$ cat src/rtl/c3lib_ckdiv_ctl_pkg.sv
// Shared types and constants for the ckdiv ratio sequencer.
package c3lib_ckdiv_ctl_pkg;

  localparam int unsigned CNT_W        = 8;
  localparam int unsigned RATIO_W      = 2;
  localparam int unsigned NSTAGE       = 3;
  localparam int unsigned RST_HOLD_CYC = 2;

  typedef enum logic [2:0] {
    ST_INIT_RST,
    ST_GATE,
    ST_RST,
    ST_SETTLE,
    ST_ACK,
    ST_IDLE
  } state_e;

  typedef enum logic [RATIO_W-1:0] {
    RATIO_DIV1,
    RATIO_DIV2,
    RATIO_DIV4,
    RATIO_DIV8
  } ratio_e;

  // Next step of a staggered release: shift in one more deasserted stage reset.
  function automatic logic [NSTAGE-1:0] release_step(input logic [NSTAGE-1:0] cur);
    return {cur[NSTAGE-2:0], 1'b1};
  endfunction

endpackage

$ cat src/rtl/c3lib_ckdiv_ctl_wait_cnt.sv
// Loadable down-counter that stops at 1; done_c flags the last cycle of a wait.
module c3lib_ckdiv_ctl_wait_cnt
  import c3lib_ckdiv_ctl_pkg::*;
#(
  parameter int unsigned RST_VAL = 1
) (
  input  logic             clk_in,
  input  logic             rst_n,
  input  logic             load,
  input  logic [CNT_W-1:0] load_val,
  output logic             done_c
);

  logic [CNT_W-1:0] cnt;

  always_ff @(posedge clk_in or negedge rst_n) begin
    if (!rst_n) begin
      cnt <= CNT_W'(RST_VAL);
    end else if (load) begin
      cnt <= load_val;
    end else if (cnt > CNT_W'(1)) begin
      cnt <= cnt - CNT_W'(1);
    end
  end

  assign done_c = (cnt <= CNT_W'(1));

endmodule

$ cat src/rtl/c3lib_ckdiv_ratio_ctl_ctn.sv
// Glitch-free divide-ratio sequencer for a 3-stage DIV2 chain (gate, reset, switch, settle, ungate).
// Define C3LIB_CKDIV_CTL_STAGGER_EN to release the stage resets one per cycle, stage 0 first.
module c3lib_ckdiv_ratio_ctl_ctn
  import c3lib_ckdiv_ctl_pkg::*;
#(
  parameter int unsigned RESET_RATIO = 0,
  parameter int unsigned GATE_CYC    = 2,
  parameter int unsigned SETTLE_CYC  = 4
) (
  input  logic               clk_in,
  input  logic               rst_n,
  input  logic               cfg_req,
  input  logic [RATIO_W-1:0] cfg_ratio,
  output logic               cfg_ack,
  output logic [NSTAGE-1:0]  div_rst_n,
  output logic [RATIO_W-1:0] sel_ratio,
  output logic               clk_gate_en,
  output logic [RATIO_W-1:0] cur_ratio,
  output logic               busy
);

  localparam logic [CNT_W-1:0]   GATE_LD   = CNT_W'(GATE_CYC);
  localparam logic [CNT_W-1:0]   SETTLE_LD = CNT_W'(SETTLE_CYC);
  localparam logic [CNT_W-1:0]   HOLD_LD   = CNT_W'(RST_HOLD_CYC);
  localparam logic [RATIO_W-1:0] RST_RATIO = RATIO_W'(RESET_RATIO);

  state_e            state;
  ratio_e            target;
  logic              ack_pend;
  logic              cnt_done_c;
  logic              cnt_load_c;
  logic [CNT_W-1:0]  cnt_val_c;
  logic              req_chg_c;
  logic              rel_last_c;
  logic [NSTAGE-1:0] rel_next_c;

  assign req_chg_c = cfg_req && (cfg_ratio != cur_ratio);

`ifdef C3LIB_CKDIV_CTL_STAGGER_EN
  assign rel_next_c = release_step(div_rst_n);
  assign rel_last_c = (rel_next_c == {NSTAGE{1'b1}});
`else
  assign rel_next_c = {NSTAGE{1'b1}};
  assign rel_last_c = 1'b1;
`endif

  // Wait-counter load on entry to GATE, RST and SETTLE.
  always_comb begin
    cnt_load_c = 1'b0;
    cnt_val_c  = '0;
    case (state)
      ST_IDLE: begin
        if (req_chg_c) begin
          cnt_load_c = 1'b1;
          cnt_val_c  = GATE_LD;
        end
      end
      ST_GATE: begin
        if (cnt_done_c) begin
          cnt_load_c = 1'b1;
          cnt_val_c  = HOLD_LD;
        end
      end
      ST_INIT_RST, ST_RST: begin
        if (cnt_done_c && rel_last_c) begin
          cnt_load_c = 1'b1;
          cnt_val_c  = SETTLE_LD;
        end
      end
      default: ;
    endcase
  end

  c3lib_ckdiv_ctl_wait_cnt #(
    .RST_VAL (RST_HOLD_CYC)
  ) u_wait_cnt (
    .clk_in   (clk_in),
    .rst_n    (rst_n),
    .load     (cnt_load_c),
    .load_val (cnt_val_c),
    .done_c   (cnt_done_c)
  );

  // Sequencer FSM with registered outputs.
  always_ff @(posedge clk_in or negedge rst_n) begin
    if (!rst_n) begin
      state       <= ST_INIT_RST;
      target      <= ratio_e'(RST_RATIO);
      ack_pend    <= 1'b0;
      cfg_ack     <= 1'b0;
      div_rst_n   <= '0;
      sel_ratio   <= RST_RATIO;
      cur_ratio   <= RST_RATIO;
      clk_gate_en <= 1'b0;
      busy        <= 1'b1;
    end else begin
      case (state)
        ST_INIT_RST, ST_RST: begin
          if (cnt_done_c) begin
            div_rst_n <= rel_next_c;
            if (rel_last_c) begin
              state <= ST_SETTLE;
            end
          end
        end
        ST_GATE: begin
          if (cnt_done_c) begin
            state     <= ST_RST;
            div_rst_n <= '0;
            sel_ratio <= target;
            cur_ratio <= target;
          end
        end
        ST_SETTLE: begin
          if (cnt_done_c) begin
            clk_gate_en <= 1'b1;
            ack_pend    <= 1'b0;
            // Start-up settle returns to IDLE without an acknowledge.
            if (ack_pend) begin
              state   <= ST_ACK;
              cfg_ack <= 1'b1;
            end else begin
              state <= ST_IDLE;
              busy  <= 1'b0;
            end
          end
        end
        ST_ACK: begin
          if (!cfg_req) begin
            state   <= ST_IDLE;
            cfg_ack <= 1'b0;
            busy    <= 1'b0;
          end
        end
        ST_IDLE: begin
          if (cfg_req) begin
            busy <= 1'b1;
            if (req_chg_c) begin
              state       <= ST_GATE;
              target      <= ratio_e'(cfg_ratio);
              ack_pend    <= 1'b1;
              clk_gate_en <= 1'b0;
            end else begin
              state   <= ST_ACK;
              cfg_ack <= 1'b1;
            end
          end
        end
        default: begin
          state <= ST_INIT_RST;
        end
      endcase
    end
  end

endmodule

$ cat config.mk
export PLATFORM = sky130hd
export DESIGN_NAME = c3lib_ckdiv_ratio_ctl_ctn
export DESIGN_NICKNAME = d
export VERILOG_FILES = /design/src/rtl/c3lib_ckdiv_ctl_pkg.sv /design/src/rtl/c3lib_ckdiv_ctl_wait_cnt.sv /design/src/rtl/c3lib_ckdiv_ratio_ctl_ctn.sv
export SDC_FILE = /design/constraint.sdc
export NUM_CORES = 1
export LEC_CHECK = 0
export CORE_ASPECT_RATIO = 0.8
export CORE_UTILIZATION = 33
export DETAILED_ROUTE_END_ITERATION = 10
export GPL_TIMING_DRIVEN = 0
export PLACE_DENSITY_LB_ADDON = 0.3
export SLEW_MARGIN = 20
export SYNTH_ARGS = -nofsm -noshare
export SYNTH_HDL_FRONTEND = slang
export SYNTH_SLANG_ARGS = --single-unit
$ cat constraint.sdc
create_clock -name clk_in -period 3.02 [get_ports clk_in]
set_input_delay 0.604 -clock clk_in [delete_from_list [all_inputs] [get_ports clk_in]]
set_output_delay 0.604 -clock clk_in [all_outputs]
set_load 0.01 [all_outputs]
======== After elaboration in Yosys (flattened, before gate mapping) ========
Cells that the tools add are included.
cells by class
  add/sub/neg operators ................... 1
  $lt $le $gt $ge ......................... 2
  equality and inequality tests ........... 15
  mux-type cells .......................... 38
  reduce and logical (&&, ||, !) cells .... 15
operators with widths
  operator                                             count
  2-to-1 mux 3 bit                                     9
  != test 2 bit, second input constant                 9
  2-to-1 mux 1 bit                                     17
  2-to-1 mux 8 bit                                     2
  case mux 3 bit (5 select lines)                      1
  AND reduction 5 bit                                  2
  case mux 3 bit (3 select lines)                      1
  > comparator 8 x 1 -> 1 bit, second input constant   1
  <= comparator 8 x 1 -> 1 bit, second input constant  1
  subtractor 8 x 1 -> 8 bit, second input constant     1
  equality test 3 x 2 -> 1 bit, second input constant  2
  equality test 3 bit, second input constant           2
  case mux 1 bit (2 select lines)                      3
  case mux 1 bit (3 select lines)                      2
  case mux 3 bit (2 select lines)                      1
  AND reduction 3 bit                                  2
  AND reduction 6 bit                                  1
  nonzero test 2 bit                                   3
  2-to-1 mux 2 bit                                     2
  AND reduction 4 bit                                  1
  equality test 3 x 1 -> 1 bit, second input constant  1
  logical NOT 3 bit                                    1
  nonzero test 3 bit                                   1
  OR reduction 3 bit                                   1
  4 further kinds                                      4
word-level totals
  flip-flop bits (word level) ............. 22
  input bits .............................. 5
  output and inout port bits .............. 10
  word-level logic and storage cells ...... 80

======== Longest topological paths before layout ========
Gate-level depths: netlist (run 1).
  depth in word-level cells ............... 5
  depth in mapped cells ................... 6
  mapped depth without buffers ............ 6

======== Hierarchy ========
A second synthesis (run 1) with hierarchy kept.
second synthesis, totals
  cells, all modules ...................... 117
  area total of the unflattened synthesis .. 1178.6 um^2
modules (own cells, without submodules)
  module                     times used  cells an instance  area an instance (um^2)  seq. area each (um^2)
  c3lib_ckdiv_ratio_ctl_ctn  1           64                 678.2                    301.5
  c3lib_ckdiv_ctl_wait_cnt   1           53                 500.5                    201.4

======== Worst setup path after synthesis (run 1) ========
OpenSTA, ideal clock, no wires.
  kind .................................... register to register
  start ................................... reg u_wait_cnt.cnt[4]
  end ..................................... reg cur_ratio[0]
  library setup time ...................... 0.125 ns
  arrival ................................. 1.815 ns
  data required time ...................... 2.895 ns
  setup slack ............................. 1.081 ns
  stages on the path, launching flop included .. 5
  buffers on the path ..................... 0
  clock period less this slack ............ 1.939 ns
  cell sequence ........................... dfrtp_1 > or4_4 > nand3b_4 > nor4b_4 > mux2_2
on the way
  word-level cells in the longest chain between the ends .. 2
RTL lines
  item                           line                              text
  from (decl)                    c3lib_ckdiv_ctl_wait_cnt.sv:14    logic [CNT_W-1:0] cnt;
  from (signal assigned)         c3lib_ckdiv_ctl_wait_cnt.sv:18    cnt <= CNT_W'(RST_VAL);
  from (signal assigned)         c3lib_ckdiv_ctl_wait_cnt.sv:20    cnt <= load_val;
  from (signal assigned)         c3lib_ckdiv_ctl_wait_cnt.sv:22    cnt <= cnt - CNT_W'(1);
  <= comparator 8 x 1 -> 1 bit   c3lib_ckdiv_ctl_wait_cnt.sv:26    assign done_c = (cnt <= CNT_W'(1));
  AND reduction 2 bit (no line)  -
  to (signal assigned)           c3lib_ckdiv_ratio_ctl_ctn.sv:111  cur_ratio <= target;
  to (decl)                      c3lib_ckdiv_ratio_ctl_ctn.sv:18   output logic [RATIO_W-1:0] cur_ratio,
No other way between the ends.
A chain may end at the register's enable or synchronous reset.

======== Final worst setup path (run 1) ========
  start ................................... in cfg_ratio[1]
  end ..................................... reg u_wait_cnt.cnt[1]
on the way
  word-level cells in the longest chain between the ends .. 5
  elaborated cells between the ends (all ways) .. 8
  classes of those cells .................. 1 x eq/ne; 5 x mux; 2 x reduce/logical
RTL lines
  item                                                                                       line                             text
  from (decl)                                                                                c3lib_ckdiv_ratio_ctl_ctn.sv:13  input logic [RATIO_W-1:0] cfg_ratio,
  != test 2 bit (*)                                                                          c3lib_ckdiv_ratio_ctl_ctn.sv:37  assign req_chg_c = cfg_req && (cfg_ratio != cur_ratio);
  logical AND 1 bit (*)                                                                      c3lib_ckdiv_ratio_ctl_ctn.sv:37
  2-to-1 mux 2 bit / 2-to-1 mux 1 bit (equally long branches)                                c3lib_ckdiv_ratio_ctl_ctn.sv:53  if (req_chg_c) begin
  case mux 3 bit (3 select lines) / case mux 1 bit (2 select lines) (equally long branches)  c3lib_ckdiv_ratio_ctl_ctn.sv:51  case (state)
  2-to-1 mux 8 bit / nonzero test 2 bit (equally long branches)                              -
Mark *: on every way between the ends. The rest lies on a longest branch, timed or not.

==> results.sh, run 1 <==
export IMPL_port_buffer_count=14
export IMPL_ant_nets=0
export IMPL_placedCellCount=156
export IMPL_dieArea_um2=3620
export IMPL_drive_above_1_share=0.193
export IMPL_synth_edf_count=0
export IMPL_syn_avg_cell_area_um2=11.0
export IMPL_path_buf_inv=1
export IMPL_power_internal_w=0.000866
export IMPL_setup_viol=0
export IMPL_cts_resized_gates=0
export IMPL_pin_count=15
export IMPL_vias=799
export IMPL_cap_violations=0
export IMPL_die_h_um=54.0
export IMPL_clk_pin_slew_ns=0.07
export IMPL_grt_max_degree=21
export IMPL_antenna_found_initial=0
export IMPL_track_usage=0.138
export IMPL_insertedDiodeCount=0
export IMPL_grt_pass1_vias=780
export IMPL_status="completed"
export IMPL_netlist_instances=102
export IMPL_reg2reg_slack_ns=0.92
export IMPL_finalClockSkew_ns=0.00471
export IMPL_synth_warnings=0
export IMPL_post_route_period_util=0.752
export IMPL_p_leak_nw=0.591
export IMPL_critPathCaptureType="register"
export IMPL_hold_violations=0
export IMPL_cts_max_level=1
export IMPL_cp_cell_sequence="clkdlybuf4s50_1, xor2_1, o21ai_0, o31ai_4, o21ba_2"
export IMPL_critPathMaxStageDelay_ns=0.73
export IMPL_syn_cell_area_um2=1120
export IMPL_hold_path_startpoint="busy$_DFFE_PN1P_"
export IMPL_p_comb_frac=0.492
export IMPL_die_x_um=67.1
export IMPL_final_cell_mix="18 x dfrtp_1, 14 x clkdlybuf4s50_1, 11 x nor2_1"
export IMPL_tightest_slew_ns=0.915
export IMPL_synth_distinct_cells=44
export IMPL_num_rows=18
export IMPL_async_reset_ff_frac=1.00
export IMPL_initial_utilization=0.354
export IMPL_placed_cell_area_um2=1310
export IMPL_fin_cells=159
export IMPL_num_fill_cells=310
export IMPL_clkSinkCount=20
export IMPL_hold_end="busy$_DFFE_PN1P_"
export IMPL_cpMaxStageDelayCell="o21ai_0"
export IMPL_tns_ns=0
export IMPL_critical_path_arrival_ns=2.46
export IMPL_timing_rr_start="u_wait_cnt.cnt[4]$_DFFE_PN0P_"
export IMPL_final_area_um2=1350
export IMPL_hold_buffers=0
export IMPL_hp_class="reg -> reg"
export IMPL_numCtsBuffers=3
export IMPL_power_density_nw_per_um2=1030
export IMPL_grt_overflow=0
export IMPL_required_ns=3.21
export IMPL_synth_flop_cell="dfrtp_1"
export IMPL_drcViolationCount=0
export IMPL_hold_depth=2
export IMPL_critPathMaxFanout=7
export IMPL_cp_start_kind="primary input"
export IMPL_fmax_ghz=0.440
export IMPL_ys_seq_elements=20
export IMPL_avgViaCountPerCell=5.03
export IMPL_swShare=0.379
export IMPL_final_nets=128
export IMPL_wl_um=2030
export IMPL_rsz0062_at_grt="false"
export IMPL_slew_headroom=0.384
export IMPL_p_seq_frac=0.386
export IMPL_cts_root_buf="clkbuf_8"
export IMPL_cts_tree="done"
export IMPL_core_um2=3150
export IMPL_ys_seq_area_frac=0.450
export IMPL_clk_path_buf_depth=2
export IMPL_p_sw_w=0.000528
export IMPL_syn_nets=109
export IMPL_r2r_end="cur_ratio[0]$_DFFE_PN0P_"
export IMPL_post_cts_buffers=0
export IMPL_clock_latency_ns=0.26
export IMPL_final_min_clock_period_ns=2.27
export IMPL_final_common_cell="dfrtp_1"
export IMPL_r2r_cells=4
export IMPL_ir_drop_uv=507
export IMPL_first_iter_violations=32
export IMPL_wl_per_cell_um=12.8
export IMPL_clock_power_share=0.123
export IMPL_firstDrtPassIters=4
export IMPL_crit_family="compound AO/OA/AOI/OAI gates"
export IMPL_timing_hold_ws_ns=0.482
export IMPL_dp_hpwl_um=1510
export IMPL_criticalPathCategory="in -> reg"
export IMPL_area_delta_synth_final_pct=20.7
export IMPL_gpl_final_weighted_congestion=0.788
export IMPL_grt_pass1_wl_um=3670
export IMPL_slew_viol_final=0
-- logic make-up after synthesis --
group                      share of synthesized area
xor gates and xnor gates                      0.0470
buffers and inverters                         0.0515
and+or+nand+nor                                0.223
muxes                                         0.0582
DFF                                            0.450
adders and majority gates                     0.0224
AOI/OAI and AO/OA                              0.148
-- cells in the mapped netlist (2+ instances only) --
| library cell | instances | area (um2) |
|---|---|---|
| o31ai_1 | 2 | 15.0 |
| dfrtp_1 | 18 | 450 |
| mux2_2 | 4 | 45.0 |
| dfstp_2 | 2 | 52.6 |
| ha_1 | 2 | 25.0 |
| nand2b_1 | 4 | 25.0 |
| mux2i_1 | 2 | 20.0 |
| xor2_1 | 5 | 43.8 |
| inv_1 | 6 | 22.5 |
| nand2_1 | 2 | 7.51 |
| o21ai_0 | 5 | 25.0 |
| a21oi_1 | 4 | 20.0 |
| buf_4 | 4 | 30.0 |
| a21o_1 | 2 | 15.0 |
| nor2_1 | 11 | 41.3 |
-- power by group through the flow --
| stage | combinational (W) | sequential [W] | clock, W |
|---|---|---|---|
| final | 0.000685 | 0.000538 | 0.000171 |
| after floorplan | 0.000471 | 0.000531 | 0 |
| after detailed placement | 0.000686 | 0.000544 | 0 |
| after global placement | 0.000679 | 0.000534 | 0 |
| after global routing | 0.000764 | 0.000565 | 0.000192 |
| after CTS | 0.000689 | 0.000539 | 0.000178 |
-- state kept, by name, indices dropped and copies added, names as in the netlist --
name            cells
ack_pend            1
busy                1
cur_ratio           2
u_wait_cnt.cnt      8
state               3
cfg_ack             1
clk_gate_en         1
div_rst_n           1
target              2
-- stage by stage --
step	worst slack (ns)	power [W]	utilization
3_3_place_gp	0.463	0.00121	0.415
3_5_place_dp	0.502	0.00123	0.415
6_report	0.748	0.00139	0.428
4_1_cts	0.763	0.00141	0.428
2_1_floorplan	1.08	0.00100	-
5_1_grt	0.685	0.00152	0.428
-- how the worst max path moves through the flow --
stage	startpoint	end	slack (ns)	depth (start not counted)
5_1_grt	cfg_ratio[1]	u_wait_cnt.cnt[1]$_DFFE_PN1P_	0.69	5
3_3_place_gp	cfg_ratio[1]	u_wait_cnt.cnt[1]$_DFFE_PN1P_	0.46	5
6_report	cfg_ratio[1]	u_wait_cnt.cnt[1]$_DFFE_PN1P_	0.75	5
2_1_floorplan	u_wait_cnt.cnt[4]$_DFFE_PN0P_	cur_ratio[0]$_DFFE_PN0P_	1.08	4
4_1_cts	cfg_ratio[1]	u_wait_cnt.cnt[1]$_DFFE_PN1P_	0.76	5
3_5_place_dp	cfg_ratio[1]	u_wait_cnt.cnt[1]$_DFFE_PN1P_	0.50	5
-- per-layer routing --
metal / global-route usage / share of wire / vias up
met4: 0.0319 / 0 / 0
met3: 0.0381 / 0.032 / 0
met2: 0.213 / 0.43 / 18
met5: 0 / 0 / -
li1: - / - / 397
met1: 0.192 / 0.54 / 384
-- final cells by class --
type                    count  area [um2]  area share
plain buffers               5        35.0      0.0260
multi-input cells          71         557       0.413
clock buffers               3        41.3      0.0306
flip-flops and latches     20         503       0.373
repair buffers             14         140       0.104
inverters                   6        22.5      0.0167
well taps                  40        50.0      0.0371
-- worst min-delay path, cell delays in order, from the launching register on --
cell	delay, ns
dfstp_2	0.37
inv_1	0.04
a22oi_1	0.07
Note: power is estimated with default switching activity, not from simulation.
==> inputs of run 2 (changes only) <==
==> constraint.sdc (replaced) <==
create_clock -name clk_in -period 2 [get_ports clk_in]
set_input_delay 0.4 -clock clk_in [delete_from_list [all_inputs] [get_ports clk_in]]
set_output_delay 0.4 -clock clk_in [all_outputs]
set_load 0.01 [all_outputs]
==> run 2 against run 1 <==
Critical path type is now reg -> reg. Cell count increased by 3.8%. Total power up 58%. Setup slack lost 0.71 ns. Non-clock buffer count up 6. Sequential power rose by 50%.
==> results.sh, run 2 (synthesized netlist as in run 1, its figures left out) <==
export IMPL_antenna_found_initial=0
export IMPL_tns_ns=0
export IMPL_top_usage_layer="met2"
export IMPL_firstDrtPassIters=4
export IMPL_ant_nets=0
export IMPL_cts_tree="done"
export IMPL_port_buffer_count=14
export IMPL_gpl_final_weighted_congestion=0.788
export IMPL_critical_path_arrival_ns=2.10
export IMPL_power_density_nw_per_um2=1570
export IMPL_slew_viol_final=0
export IMPL_multi_input_area_um2=569
export IMPL_fmax_ghz=0.510
export IMPL_hold_buffers=0
export IMPL_utilization=0.446
export IMPL_drive_above_1_share=0.248
export IMPL_final_area_um2=1410
export IMPL_tightest_slew_ns=0.890
export IMPL_dp_hpwl_um=1510
export IMPL_die_h_um=54.0
export IMPL_pin_count=15
export IMPL_die_x_um=67.1
export IMPL_p_leak_nw=0.622
export IMPL_wl_per_cell_um=13.1
export IMPL_criticalPathCategory="reg -> reg"
export IMPL_hp_class="reg -> reg"
export IMPL_ir_drop_uv=798
export IMPL_cts_root_buf="clkbuf_8"
export IMPL_insertedDiodeCount=0
export IMPL_grt_max_degree=21
export IMPL_regMostFlops="u_wait_cnt.cnt"
export IMPL_slew_headroom=0.405
export IMPL_area_delta_synth_final_pct=25.9
export IMPL_met1_usage=0.189
export IMPL_numCtsBuffers=3
export IMPL_vias=827
export IMPL_track_usage=0.142
export IMPL_avgViaCountPerCell=5.01
export IMPL_post_route_period_util=0.980
export IMPL_critPathMaxFanout=4
export IMPL_first_iter_violations=32
export IMPL_final_common_cell="dfrtp_1"
export IMPL_setup_ws_ns=0.0406
export IMPL_core_um2=3150
export IMPL_seqCellArea_um2=503
export IMPL_final_nets=134
export IMPL_grt_pass1_vias=833
export IMPL_cts_max_level=1
export IMPL_drcViolationCount=0
export IMPL_grt_pass1_wl_um=3780
export IMPL_fin_cells=165
export IMPL_grt_use_met3=0.0381
export IMPL_clock_latency_ns=0.26
export IMPL_critPathCaptureType="register"
export IMPL_placedCellCount=156
export IMPL_status="completed"
export IMPL_clkSinkCount=20
export IMPL_clk_path_buf_depth=2
export IMPL_placed_cell_area_um2=1310
export IMPL_final_cell_mix="18 x dfrtp_1, 14 x clkdlybuf4s50_1, 10 x nor2_1, 10 x buf_4, 6 x inv_1"
export IMPL_grt_overflow=0
export IMPL_hold_violations=0
export IMPL_clk_pin_slew_ns=0.07
export IMPL_num_fill_cells=307
export IMPL_final_min_clock_period_ns=1.96
export IMPL_finalClockSkew_ns=0.00354
export IMPL_grt_use_met2=0.230
export IMPL_largest_register_ffs=8
export IMPL_cap_violations=0
export IMPL_required_ns=2.14
export IMPL_wl_um=2160
export IMPL_num_rows=18
export IMPL_cp_start_kind="register"
export IMPL_reg_largest_list="u_wait_cnt.cnt (8), state (3)"
export IMPL_pre_cts_slack_ns=-0.314
export IMPL_dieArea_um2=3620
export IMPL_initial_utilization=0.354
export IMPL_setup_viol=0
==> run 2: path summary, 6_finish.rpt <==
path | end | cells past startpoint | slack [ns] | from
max | cur_ratio[0]$_DFFE_PN0P_ | 4 | 0.04 | u_wait_cnt.cnt[7]$_DFFE_PN0P_
min | busy$_DFFE_PN1P_ | 2 | 0.48 | busy$_DFFE_PN1P_
max reg2reg | cur_ratio[0]$_DFFE_PN0P_ | 4 | 0.04 | u_wait_cnt.cnt[7]$_DFFE_PN0P_
min reg2reg | busy$_DFFE_PN1P_ | 2 | 0.48 | busy$_DFFE_PN1P_
max in group asynchronous | u_wait_cnt.cnt[3]$_DFFE_PN0P_ | 1 | 0.81 | rst_n
min in group asynchronous | ack_pend$_DFFE_PN0P_ | 1 | 0.64 | rst_n
==> run 2: through the flow <==
step           hold slack [ns]  total power (W)
2_1_floorplan            0.104          0.00151
3_3_place_gp             0.480          0.00183
3_5_place_dp             0.476          0.00186
4_1_cts                  0.487          0.00218
5_1_grt                  0.531          0.00239
6_report                 0.482          0.00220
==> run 2: critical path, cell delays in order (launching register included) <==
cell and delay (ns):
dfrtp_1 0.39, or4_4 0.58, nand3b_4 0.20, nor4b_4 0.34
mux2_4 0.33
==> run 2: what timing repair did <==
item,CTS,global route
setup endpoints to repair,7,11
gates resized for setup,2,3
setup buffers,5,1
pin swaps,2,5
==> run 2: final cells by class <==
type / count / share of cell area
Inverter: 6 / 0.0160
Sequential cell: 20 / 0.358
Multi-Input combinational cell: 71 / 0.405
Timing Repair Buffer: 20 / 0.132
Buffer: 5 / 0.0249
Clock buffer: 3 / 0.0294
Tap cell: 40 / 0.0356
==> run 2: where the power goes <==
part | internal [W] | switching (W)
combinational | 0.000631 | 0.000504
clock | 0.000134 | 0.000127
sequential | 0.000612 | 0.000196
==> run 2: routing by layer <==
metal  up-vias  wire (um)
met1       396       1110
met5         -          0
li1        412          -
met4         0          0
met3         0         79
met2        19        968
==> inputs of run 3 (changes only) <==
--- a/config.mk
+++ b/config.mk
@@ -10,7 +10,7 @@
 export DETAILED_ROUTE_END_ITERATION = 10
 export GPL_TIMING_DRIVEN = 0
 export PLACE_DENSITY_LB_ADDON = 0.3
-export SLEW_MARGIN = 20
+export RECOVER_POWER = 50
 export SYNTH_ARGS = -nofsm -noshare
 export SYNTH_HDL_FRONTEND = slang
 export SYNTH_SLANG_ARGS = --single-unit
==> run 3 against run 2 <==
Non-clock buffer count is the same. Die area stayed put. Count of clock-buffer cells in the layout is the same. Critical endpoint unchanged. Largest cell class unchanged. Highest routed layer unchanged.
==> results.sh, run 3 (synthesized netlist as in run 1, its figures left out) <==
export IMPL_final_common_cell="dfrtp_1"
export IMPL_post_route_period_util=0.980
export IMPL_wl_um=2160
export IMPL_core_um2=3150
export IMPL_dieArea_um2=3620
export IMPL_clk_pin_slew_ns=0.07
export IMPL_final_min_clock_period_ns=1.96
export IMPL_dp_hpwl_um=1510
export IMPL_die_x_um=67.1
export IMPL_antenna_found_initial=0
export IMPL_critPathCaptureType="register"
export IMPL_pin_count=15
export IMPL_drcViolationCount=0
export IMPL_r2r_end="cur_ratio[0]$_DFFE_PN0P_"
export IMPL_die_h_um=54.0
export IMPL_cp_start_kind="register"
export IMPL_dr_wl_met2_um=968
export IMPL_ant_nets=0
export IMPL_cap_violations=0
export IMPL_met1_length_um=1110
export IMPL_clk_path_buf_depth=2
export IMPL_placedCellCount=156
export IMPL_met3_length_um=79
export IMPL_placed_cell_area_um2=1310
export IMPL_setup_ws_ns=0.0406
export IMPL_criticalPathCategory="reg -> reg"
export IMPL_grt_max_degree=21
export IMPL_p_total_w=0.00219
export IMPL_grt_pass1_wl_um=3780
export IMPL_power_internal_w=0.00137
export IMPL_initial_utilization=0.354
export IMPL_grt_overflow=0
export IMPL_reg_largest_list="u_wait_cnt.cnt (8), state (3)"
export IMPL_numCtsBuffers=3
export IMPL_hold_path_startpoint="busy$_DFFE_PN1P_"
export IMPL_reg2reg_slack_ns=0.04
export IMPL_swShare=0.377
export IMPL_cts_tree="done"
export IMPL_final_nets=134
export IMPL_first_iter_violations=32
export IMPL_clkSinkCount=20
export IMPL_p_seq_frac=0.368
export IMPL_largest_register_ffs=8
export IMPL_critPathMaxFanout=4
export IMPL_slew_headroom=0.398
export IMPL_gpl_final_weighted_congestion=0.788
export IMPL_slew_viol_final=0
export IMPL_p_comb_frac=0.513
export IMPL_vias=827
export IMPL_ir_drop_uv=798
export IMPL_hp_class="reg -> reg"
export IMPL_fin_cells=165
export IMPL_final_area_um2=1410
export IMPL_track_usage=0.142
export IMPL_highest_layer="met3"
export IMPL_drive_above_1_share=0.248
export IMPL_wl_per_cell_um=13.1
export IMPL_power_density_nw_per_um2=1560
export IMPL_pre_cts_slack_ns=-0.314
export IMPL_finalClockSkew_ns=0.00354
export IMPL_required_ns=2.14
export IMPL_utilization=0.446
export IMPL_area_delta_synth_final_pct=25.9
export IMPL_num_rows=18
export IMPL_hold_depth=2
export IMPL_p_sw_w=0.000826
export IMPL_final_cell_mix="18 x dfrtp_1, 10 x nor2_1, 10 x buf_4, 10 x clkdlybuf4s50_1, 6 x inv_1"
export IMPL_regMostFlops="u_wait_cnt.cnt"
export IMPL_hold_end="busy$_DFFE_PN1P_"
export IMPL_clock_power_share=0.119
export IMPL_p_leak_nw=0.621
export IMPL_clock_latency_ns=0.26
export IMPL_tightest_slew_ns=0.899
export IMPL_firstDrtPassIters=4
export IMPL_timing_rr_start="u_wait_cnt.cnt[7]$_DFFE_PN0P_"
export IMPL_avgViaCountPerCell=5.01
export IMPL_r2r_cells=4
export IMPL_cts_root_buf="clkbuf_8"
export IMPL_port_buffer_count=14
export IMPL_critical_path_arrival_ns=2.10
export IMPL_cts_max_level=1
export IMPL_setup_viol=0
export IMPL_insertedDiodeCount=0
export IMPL_hold_buffers=0
export IMPL_grt_pass1_vias=833
export IMPL_hold_violations=0
export IMPL_fmax_ghz=0.510
export IMPL_status="completed"
run 3: worst max-delay path: stages, from the launching register on:
cell and delay, ns:
dfrtp_1 0.39, or4_4 0.58, nand3b_4 0.20, nor4b_4 0.34, mux2_4 0.33
run 3: power groups by stage:
stage	clock network, W	registers [W]	logic (W)
after floorplan	0	0.000802	0.000711
after global placement	0	0.000806	0.00103
after global routing	0.000290	0.000842	0.00125
after detailed placement	0	0.000821	0.00104
after CTS	0.000269	0.000806	0.00111
final	0.000261	0.000807	0.00112
run 3: per-layer routing:
layer / vias to the layer above / track usage
li1: 412 / -
met1: 396 / 0.189
met2: 19 / 0.230
met3: 0 / 0.0381
met4: 0 / 0.0319
met5: - / 0
run 3: area by class of cell:
type / count / area [um2]
Tap cell: 40 / 50.0
Buffer: 5 / 35.0
Multi-Input combinational cell: 71 / 569
Clock buffer: 3 / 41.3
Timing Repair Buffer: 20 / 185
Inverter: 6 / 22.5
Sequential cell: 20 / 503
Fill cell: 307 / 1750
run 3: how the worst max path moves through the flow:
stage / start / endpoint / slack, ns
after global placement: cfg_ratio[1] / u_wait_cnt.cnt[1]$_DFFE_PN1P_ / -0.35
after global routing: u_wait_cnt.cnt[7]$_DFFE_PN0P_ / busy$_DFFE_PN1P_ / -0.007
after CTS: u_wait_cnt.cnt[4]$_DFFE_PN0P_ / cur_ratio[0]$_DFFE_PN0P_ / -0.005
after detailed placement: cfg_ratio[1] / u_wait_cnt.cnt[1]$_DFFE_PN1P_ / -0.31
final: u_wait_cnt.cnt[7]$_DFFE_PN0P_ / cur_ratio[0]$_DFFE_PN0P_ / 0.04
after floorplan: u_wait_cnt.cnt[4]$_DFFE_PN0P_ / cur_ratio[0]$_DFFE_PN0P_ / 0.06
run 3: per-stage QoR:
| step | TNS, ns | hold WS, ns |
|---|---|---|
| final | 0 | 0.482 |
| after detailed placement | -2.45 | 0.476 |
| after global routing | -0.0122 | 0.531 |
| after CTS | -0.00916 | 0.487 |
| after floorplan | 0 | 0.104 |
| after global placement | -2.69 | 0.480 |
run 3: timing repair:
item	CTS	global route
buffers inserted	5	1
resized for setup	2	3
pin swaps	2	5
setup endpoints to repair	7	11
endpoints found under the hold margin	0	0
